<file path="src/rtl/alu_pkg.sv">
// Shared types and constants for the nibble-serial add/sub sequencer.
// Used with the ADDSUB_FLAGS_EN build option of addsub_seq_ctrl.
package alu_pkg;

  typedef enum logic [1:0] {
    IDLE,
    RUN,
    DONE
  } state_t;

  localparam int NIBBLE_W = 4;

  localparam logic ALU_OP_ADD = 1'b0;
  localparam logic ALU_OP_SUB = 1'b1;

endpackage

</file>
<file path="src/rtl/addsub_seq_ctrl_cla4.sv">
// 4-bit carry-look-ahead add/sub slice, purely combinational.
// m_i=1 inverts B so that with cin_i=1 the slice subtracts.
import alu_pkg::*;

module cla4_slice (
  input  logic [3:0] a_i,
  input  logic [3:0] b_i,
  input  logic       m_i,
  input  logic       cin_i,
  output logic [3:0] s_o,
  output logic       cout_o,
  output logic       c3_o
);

  logic [3:0] bx;
  logic [3:0] g;
  logic [3:0] p;
  logic [4:0] c;

  always_comb begin
    bx = b_i ^ {4{m_i}};
    g  = a_i & bx;
    p  = a_i ^ bx;
    c[0] = cin_i;
    c[1] = g[0] | (p[0] & c[0]);
    c[2] = g[1] | (p[1] & g[0])
         | (p[1] & p[0] & c[0]);
    c[3] = g[2] | (p[2] & g[1])
         | (p[2] & p[1] & g[0])
         | (p[2] & p[1] & p[0] & c[0]);
    c[4] = g[3] | (p[3] & g[2])
         | (p[3] & p[2] & g[1])
         | (p[3] & p[2] & p[1] & g[0])
         | (p[3] & p[2] & p[1] & p[0] & c[0]);
    s_o    = p ^ c[3:0];
    cout_o = c[4];
    c3_o   = c[3];
  end

endmodule

</file>
<file path="src/rtl/addsub_seq_ctrl.sv">
// WIDTH-bit add/sub sequenced one nibble per cycle, LSB first.
// Define ADDSUB_FLAGS_EN to add the rsp_ovf / rsp_zero flag outputs.
import alu_pkg::*;

module addsub_seq_ctrl #(
  parameter int WIDTH = 16
) (
  input  logic             clk,
  input  logic             rst,
  input  logic             req_valid,
  output logic             req_ready,
  input  logic [WIDTH-1:0] req_a,
  input  logic [WIDTH-1:0] req_b,
  input  logic             req_sub,
  output logic             rsp_valid,
  input  logic             rsp_ready,
  output logic [WIDTH-1:0] rsp_result,
  output logic             rsp_cout,
  output logic             busy
`ifdef ADDSUB_FLAGS_EN
  ,
  output logic             rsp_ovf,
  output logic             rsp_zero
`endif
);

  localparam int NIBBLES = WIDTH / NIBBLE_W;
  localparam int IDX_W =
    (NIBBLES > 1) ? $clog2(NIBBLES) : 1;
  localparam logic [IDX_W-1:0] LAST =
    IDX_W'(NIBBLES - 1);

  state_t state_q, state_d;

  logic [WIDTH-1:0] a_q, b_q, res_q, res_d;
  logic             sub_q, carry_q;
  logic [IDX_W-1:0] idx_q;
  logic [3:0]       a_nib, b_nib, s_nib;
  logic             s_cout, s_c3, last;

`ifdef ADDSUB_FLAGS_EN
  logic ovf_q, zero_q;
`else
  logic unused_c3;
  assign unused_c3 = s_c3;
`endif

  cla4_slice u_slice (
    .a_i    (a_nib),
    .b_i    (b_nib),
    .m_i    (sub_q),
    .cin_i  (carry_q),
    .s_o    (s_nib),
    .cout_o (s_cout),
    .c3_o   (s_c3)
  );

  always_comb begin
    a_nib = a_q[idx_q*NIBBLE_W +: NIBBLE_W];
    b_nib = b_q[idx_q*NIBBLE_W +: NIBBLE_W];
    res_d = res_q;
    res_d[idx_q*NIBBLE_W +: NIBBLE_W] = s_nib;
    last  = (idx_q == LAST);
  end

  always_comb begin
    state_d = state_q;
    unique case (state_q)
      IDLE: if (req_valid) state_d = RUN;
      RUN:  if (last) state_d = DONE;
      DONE: if (rsp_ready) state_d = IDLE;
      default: state_d = IDLE;
    endcase
  end

  always_ff @(posedge clk) begin
    if (rst) begin
      state_q <= IDLE;
      a_q     <= '0;
      b_q     <= '0;
      res_q   <= '0;
      sub_q   <= 1'b0;
      carry_q <= 1'b0;
      idx_q   <= '0;
`ifdef ADDSUB_FLAGS_EN
      ovf_q   <= 1'b0;
      zero_q  <= 1'b0;
`endif
    end else begin
      state_q <= state_d;
      if (state_q == IDLE && req_valid) begin
        a_q     <= req_a;
        b_q     <= req_b;
        sub_q   <= req_sub;
        carry_q <= req_sub;
        idx_q   <= '0;
      end
      if (state_q == RUN) begin
        res_q   <= res_d;
        carry_q <= s_cout;
        idx_q   <= idx_q + 1'b1;
`ifdef ADDSUB_FLAGS_EN
        if (last) begin
          ovf_q  <= s_c3 ^ s_cout;
          zero_q <= (res_d == '0);
        end
`endif
      end
    end
  end

  // carry_q holds the final carry until the next accept
  assign req_ready  = (state_q == IDLE);
  assign rsp_valid  = (state_q == DONE);
  assign busy       = (state_q != IDLE);
  assign rsp_result = res_q;
  assign rsp_cout   = carry_q;
`ifdef ADDSUB_FLAGS_EN
  assign rsp_ovf    = ovf_q;
  assign rsp_zero   = zero_q;
`endif

endmodule

</file>
<file path="config.mk">
export PLATFORM = sky130hd
export DESIGN_NAME = addsub_seq_ctrl
export DESIGN_NICKNAME = d
export VERILOG_FILES = /design/src/rtl/alu_pkg.sv /design/src/rtl/addsub_seq_ctrl_cla4.sv /design/src/rtl/addsub_seq_ctrl.sv
export SDC_FILE = /design/constraint.sdc
export NUM_CORES = 1
export LEC_CHECK = 0
export ABC_AREA = 1
export BUFFER_PORTS_ARGS = -buffer_cell sky130_fd_sc_hd__buf_2
export CORE_MARGIN = 3
export CORE_UTILIZATION = 53
export CTS_CLUSTER_DIAMETER = 100
export DETAILED_ROUTE_END_ITERATION = 7
export PLACE_DENSITY = 0.77
export SLEW_MARGIN = 20
export SYNTH_ARGS = -nofsm -noshare
export SYNTH_HDL_FRONTEND = slang
export SYNTH_HIERARCHICAL = 1
export SYNTH_SLANG_ARGS = --single-unit
</file>
<file path="constraint.sdc">
create_clock -name clk -period 2.96 [get_ports clk]
set_input_delay 0.148 -clock clk [delete_from_list [all_inputs] [get_ports clk]]
set_output_delay 0.148 -clock clk [all_outputs]
set_load 0.02 [all_outputs]
</file>
---- Yosys cells after proc, flatten, opt, wreduce, memory -nomap -nowiden ----
Index checks and enable logic that the tools add are counted.
word-level totals
  register bits after elaboration ......... 54
  input bits .............................. 37
  output and inout port bits .............. 20
  logic and storage cells ................. 63
operators by class
  add/subtract/negate cells ............... 2
  equality and inequality tests ........... 6
  shifts and indexed selects .............. 4
  multiplexer cells ....................... 9
  bitwise operators ....................... 30
  reductions and logical operators ........ 5
operator list
  operator                                                                  count
  4-bit negation with 34-bit output                                         1
  4-bit by 34-bit variable shift with 16-bit output (first input constant)  1
  4-bit by 34-bit variable part select with 16-bit output                   1
  16-bit by 5-bit variable part select with 4-bit output                    2
  1-bit bitwise AND                                                         16
  16-bit bitwise mux                                                        1
  4-bit bitwise XOR                                                         3
  2-bit two-way mux                                                         5
  1-bit OR                                                                  10
  2-bit case mux with 3 select lines                                        1
  4-bit bitwise AND                                                         1
  2-bit equality test (second input constant)                               2
  2-bit inequality test (second input constant)                             2
  2-bit nonzero test                                                        2
  3-bit AND reduction                                                       1
  2-bit by 1-bit adder with 2-bit output (second input constant)            1
  2-bit by 1-bit equality test with 1-bit output (second input constant)    1
  2-bit zero test                                                           1
  1-bit two-way mux                                                         2
  2-bit by 1-bit inequality test with 1-bit output (second input constant)  1
  1-bit logical AND                                                         1

---- Depth between registers and ports, before layout ----
  depth after elaboration ................. 10
  mapped depth ............................ 17
  mapped depth without buffers ............ 15

---- Cells and area by module ----
Netlist, hierarchy kept.
modules (own cells, without submodules)
  module           times used  cells an instance  area an instance (µm²)  sequential area each (µm²)
  addsub_seq_ctrl  1           321                2308.5                  1081.0
  cla4_slice       1           31                 216.5                   0.0

---- Worst setup path before layout ----
Ideal clock, no wire load.
  kind .................................... register to register
  from .................................... reg idx_q[0]
  to ...................................... reg res_q[7], in the netlist rsp_result[7]
  library setup time ...................... 0.070 ns
  arrival time ............................ 2.199 ns
  required time ........................... 2.890 ns
  slack ................................... 0.691 ns
  stages on the path, launching flop included .. 16
  path buffers ............................ 2
  clock period less this slack ............ 2.269 ns
  cell sequence ........................... dfxtp_1 buf_2 inv_2 clkbuf_1 o21ai_0 o22ai_1 xor2_1 ha_1 or2_1 nand2_2 nand3_1 nand2_1 nand2_1 nor2_1 nand2_1 a21oi_1
between the ends
  word-level cells in the longest chain between the ends .. 10
  elaborated cells on any way between the ends .. 25
  classes of those cells .................. add/sub: 1; shift: 4; mux: 1; bitwise: 19
ends and longest elaborated chain
  what                                                       RTL line                                                                            text
  start, declared                                            addsub_seq_ctrl.sv:37                                                               logic [IDX_W-1:0] idx_q;
  start signal, assigned                                     addsub_seq_ctrl.sv:101                                                              idx_q <= idx_q + 1'b1;
  16-bit by 5-bit variable part select with 4-bit output *   addsub_seq_ctrl.sv:60                                                               b_nib = b_q[idx_q*NIBBLE_W +: NIBBLE_W];
  named net b_nib[2]                                         addsub_seq_ctrl.sv:38                                                               logic [3:0] a_nib, b_nib, s_nib;
  4-bit bitwise XOR *                                        addsub_seq_ctrl_cla4.sv:21                                                          bx = b_i ^ {4{m_i}};
  4-bit bitwise XOR                                          addsub_seq_ctrl_cla4.sv:23                                                          p = a_i ^ bx;
  1-bit bitwise AND, on equally long branches                addsub_seq_ctrl_cla4.sv:28, addsub_seq_ctrl_cla4.sv:29, addsub_seq_ctrl_cla4.sv:30
  1-bit OR (tied with other cells)                           addsub_seq_ctrl_cla4.sv:28                                                          c[3] = g[2] | (p[2] & g[1])
  1-bit OR or 1-bit bitwise AND (tied branches)              addsub_seq_ctrl_cla4.sv:29, addsub_seq_ctrl_cla4.sv:30
  1-bit OR *                                                 addsub_seq_ctrl_cla4.sv:30                                                          | (p[2] & p[1] & p[0] & c[0]);
  4-bit bitwise XOR *                                        addsub_seq_ctrl_cla4.sv:35                                                          s_o = p ^ c[3:0];
  named net s_nib[3]                                         addsub_seq_ctrl.sv:38
  4-bit by 34-bit variable part select with 16-bit output *  addsub_seq_ctrl.sv:62                                                               res_d[idx_q*NIBBLE_W +: NIBBLE_W] = s_nib;
  16-bit bitwise mux *                                       addsub_seq_ctrl.sv:62
  end signal, assigned                                       addsub_seq_ctrl.sv:99                                                               res_q <= res_d;
  end, declared                                              addsub_seq_ctrl.sv:35                                                               logic [WIDTH-1:0] a_q, b_q, res_q, res_d;
Mark *: on every way through the listed nets, which the timed path passes. The rest lies on a longest branch.
A chain may end at the register's enable or synchronous reset.

---- Worst setup path after layout ----
  from .................................... reg idx_q[1]
  to ...................................... reg res_q[15], in the netlist rsp_result[15]
The elaborated chain is that of the path after synthesis.

==> metrics.md <==
| Metric | Value |
|---|---|
| Crit path kind | `reg -> reg` |
| CTS root buf | `clkbuf_8` |
| Final core occ | `0.644` |
| 1st-iter DRT viols | `178` |
| Fmax | `400 MHz` |
| Seq. cell area | `1080 um^2` |
| Avg Cell Area, Syn | `7.17 um^2` |
| Final Critical Period | `2.50 ns` |
| Syn Inst Count | `around 350` |
| Initial antenna violation count | `0` |
| Grt total ovfl | `0` |
| Drt first pass iters | `4` |
| Via-per-instance ratio | `5.21` |
| Post-CTS Setup Repair Bufs | `0` |
| Dpl hpwl | `3.96 mm` |
| GRT Total Usage | `0.212` |
| Hold WC Path Type | `in -> reg` |
| Relative slew slack | `0.367` |
| Flops & latches, synth | `54` |
| Nets | `446` |
| Sequential area share after synthesis | `0.428` |
| Post-Syn Area | `~2500 um^2` |
| CTS tree | `done` |
| Clock-pin transition on the worst setup and hold timing paths | `0.09 ns` |
| Setup violators final | `0` |
| Endpoints failing hold | `0` |
| MaxCap Viol Count | `0` |
| Die Span X | `75.0 um` |
| Clock latency on the worst-skew pair | `just over 0.3 ns` |
| Slew @ Worst Pin | `0.948 ns` |
| CP Capture Type | `register` |
| Final Power | `between 1.5 and 2 mW` |
| Synth Warn # | `6` |
| Area Growth Syn to Fin | `14.1%` |
| VDD IR max | `420 uV` |
| Unrepaired setup endpoints after global routing | `false` |
| Antenna diodes | `0` |
| Drt total wl | `roughly 5.4 mm` |
| Initial Utilization | `0.564` |
| Row Count | `24` |
| Top Ports | `57` |
| Buffers added on ports | `56` |
| Via count | `2,357` |
| Power Dens Cells | `559 nW/um^2` |
| Layout cells sized above 1 | `0.185` |
| Placed Instances | `approximately 440` |
| Post-DR wirelength/cell | `11.9 um` |
| H-Tree Depth | `2` |
| Setup tns final | `0 ns` |
| Worst-path fanout max | `12` |
| Status | `finished clean` |
| First-pass GRT wire length | `9.35 mm` |
| Deepest clock path buffer count | `2` |
| FILL cells | `431` |
| Arr. time, crit path | `around 2.8 ns` |
| Final slew viol count | `0` |
| Mapped Nets | `399` |
| GP Congestion | `around 0.8` |
| Area of the multi-input gates | `1280 um^2` |
| CTS Sinks | `54` |
| Worst hold path cell count | `3` |
| Vias in the first global route | `2,153` |
| Largest net degree at the start of global routing | `40` |
| Crit start category | `register` |
| Post-DRT Antenna Nets | `0` |
| Worst r2r path cells | `13` |
| Die span in y | `75.0 um` |
| Inserted Clock Buffers | `5` |
| Die area | `between 5000 and 6000 um^2` |
| Core box area | `about 4500 um^2` |
| Cell variety after synth | `26` |
| PostCTS Resize Cnt | `0` |
| CTS Hold Buffers Added | `0` |
| Leakage | `1.34 nW` |
| WHS | `about 0.081 ns` |
| DRC Markers | `0` |
| Fin cells | `452` |
| Final period util | `0.845` |
| Worst EP required | `3.21 ns` |
| Clock Skews | `between 0.005 and 0.006 ns` |
==> layout make-up <==
cell class                      instances  area share
Multi-Input combinational cell        262       0.444
Sequential cell                        54       0.375
Timing Repair Buffer                   58       0.103
Clock buffer                            7      0.0300
Inverter                               18      0.0235
Tap cell                               52      0.0226
Clock inverter                          1     0.00174
==> cells in the mapped netlist <==
library cell,instances,share of area
o21ai_0,54,0.11
fa_1,1,0.0079
dfxtp_1,54,0.43
nand2_1,37,0.055
nand4_1,2,0.0050
nor3_1,6,0.012
ha_1,9,0.045
clkbuf_1,10,0.015
nor3b_1,1,0.0030
nand3_2,1,0.0040
buf_2,4,0.0079
a21oi_1,16,0.032
nor2_4,1,0.0045
inv_2,1,0.0015
xor2_1,5,0.017
clkbuf_2,1,0.0020
inv_1,17,0.025
or2_2,1,0.0025
o21a_1,2,0.0059
or2_1,1,0.0025
nor2_1,102,0.15
nand3_1,9,0.018
nand2_2,5,0.012
and2_1,1,0.0025
o22ai_1,8,0.020
buf_6,3,0.013
==> cells in the final DEF, fill, tap and decap left out, drive strengths merged <==
master    n
nor2    103
buf      58
o21ai    54
dfxtp    54
nand2    42
inv      18
a21oi    16
nand3    10
ha        9
o22ai     8
clkbuf    7
nor3      6
xor2      5
o21a      2
nand4     2
or2       2
nor3b     1
and2      1
clkinv    1
fa        1
==> worst paths after layout <==
path,start,endpoint,slack (ns)
hold / removal,req_a[14],a_q[14],0.08
hold reg to reg,rsp_result[8],rsp_result[8],0.46
setup reg to reg,idx_q[1],rsp_result[15],0.46
setup / recovery,idx_q[1],rsp_result[15],0.46
==> sequential cells by signal, summed over array words and instances, names as in the netlist <==
| signal | flops |
|---|---|
| rsp_result | 16 |
| b_q | 16 |
| state_q | 2 |
| idx_q | 2 |
| a_q | 16 |
| rsp_cout | 1 |
| sub_q | 1 |
==> where the power goes <==
part	internal [mW]	total, mW	switching, mW
registers	0.774	0.807	0.0325
clock network	0.189	0.425	0.235
logic	0.144	0.377	0.234
total	1.11	1.61	0.501
==> logic make-up (layout without fill, tap and decap cells) <==
group	after synthesis	in the layout	synth area share
and+or+nand+nor	167	167	0.273
AOI/OAI and AO/OA	80	80	0.165
DFF	54	54	0.428
buffers and inverters	36	84	0.0649
adders and majority gates	10	10	0.0525
xor gates and xnor gates	5	5	0.0173
==> through the flow <==
stage	instance area [um^2]	setup slack [ns]
after floorplan	2520	0.691
after global placement	2790	0.634
after detailed placement	2790	0.505
after CTS	2880	0.467
after global routing	2880	0.157
final	2880	0.458
==> critical path, cell delays in order, from the launching register on <==
cell and delay [ns]:
dfxtp_1 0.56, inv_1 0.25, o21ai_0 0.13, o22ai_1 0.10
xor2_1 0.15, ha_1 0.35, or2_1 0.27, nand2_2 0.08
nand3_1 0.06, nand2_1 0.09, nand2_1 0.08, nor2_1 0.13
nand2_1 0.07, a21oi_1 0.12
==> metal layers <==
layer  GRT usage  part of all wire  up-vias
met5           0                 0        -
met4      0.0711             0.016        0
met1       0.277              0.49     1053
met3      0.0441             0.049        9
met2       0.347              0.45       60
li1            -                 -     1235
Note: power is estimated with default switching activity, not from simulation.
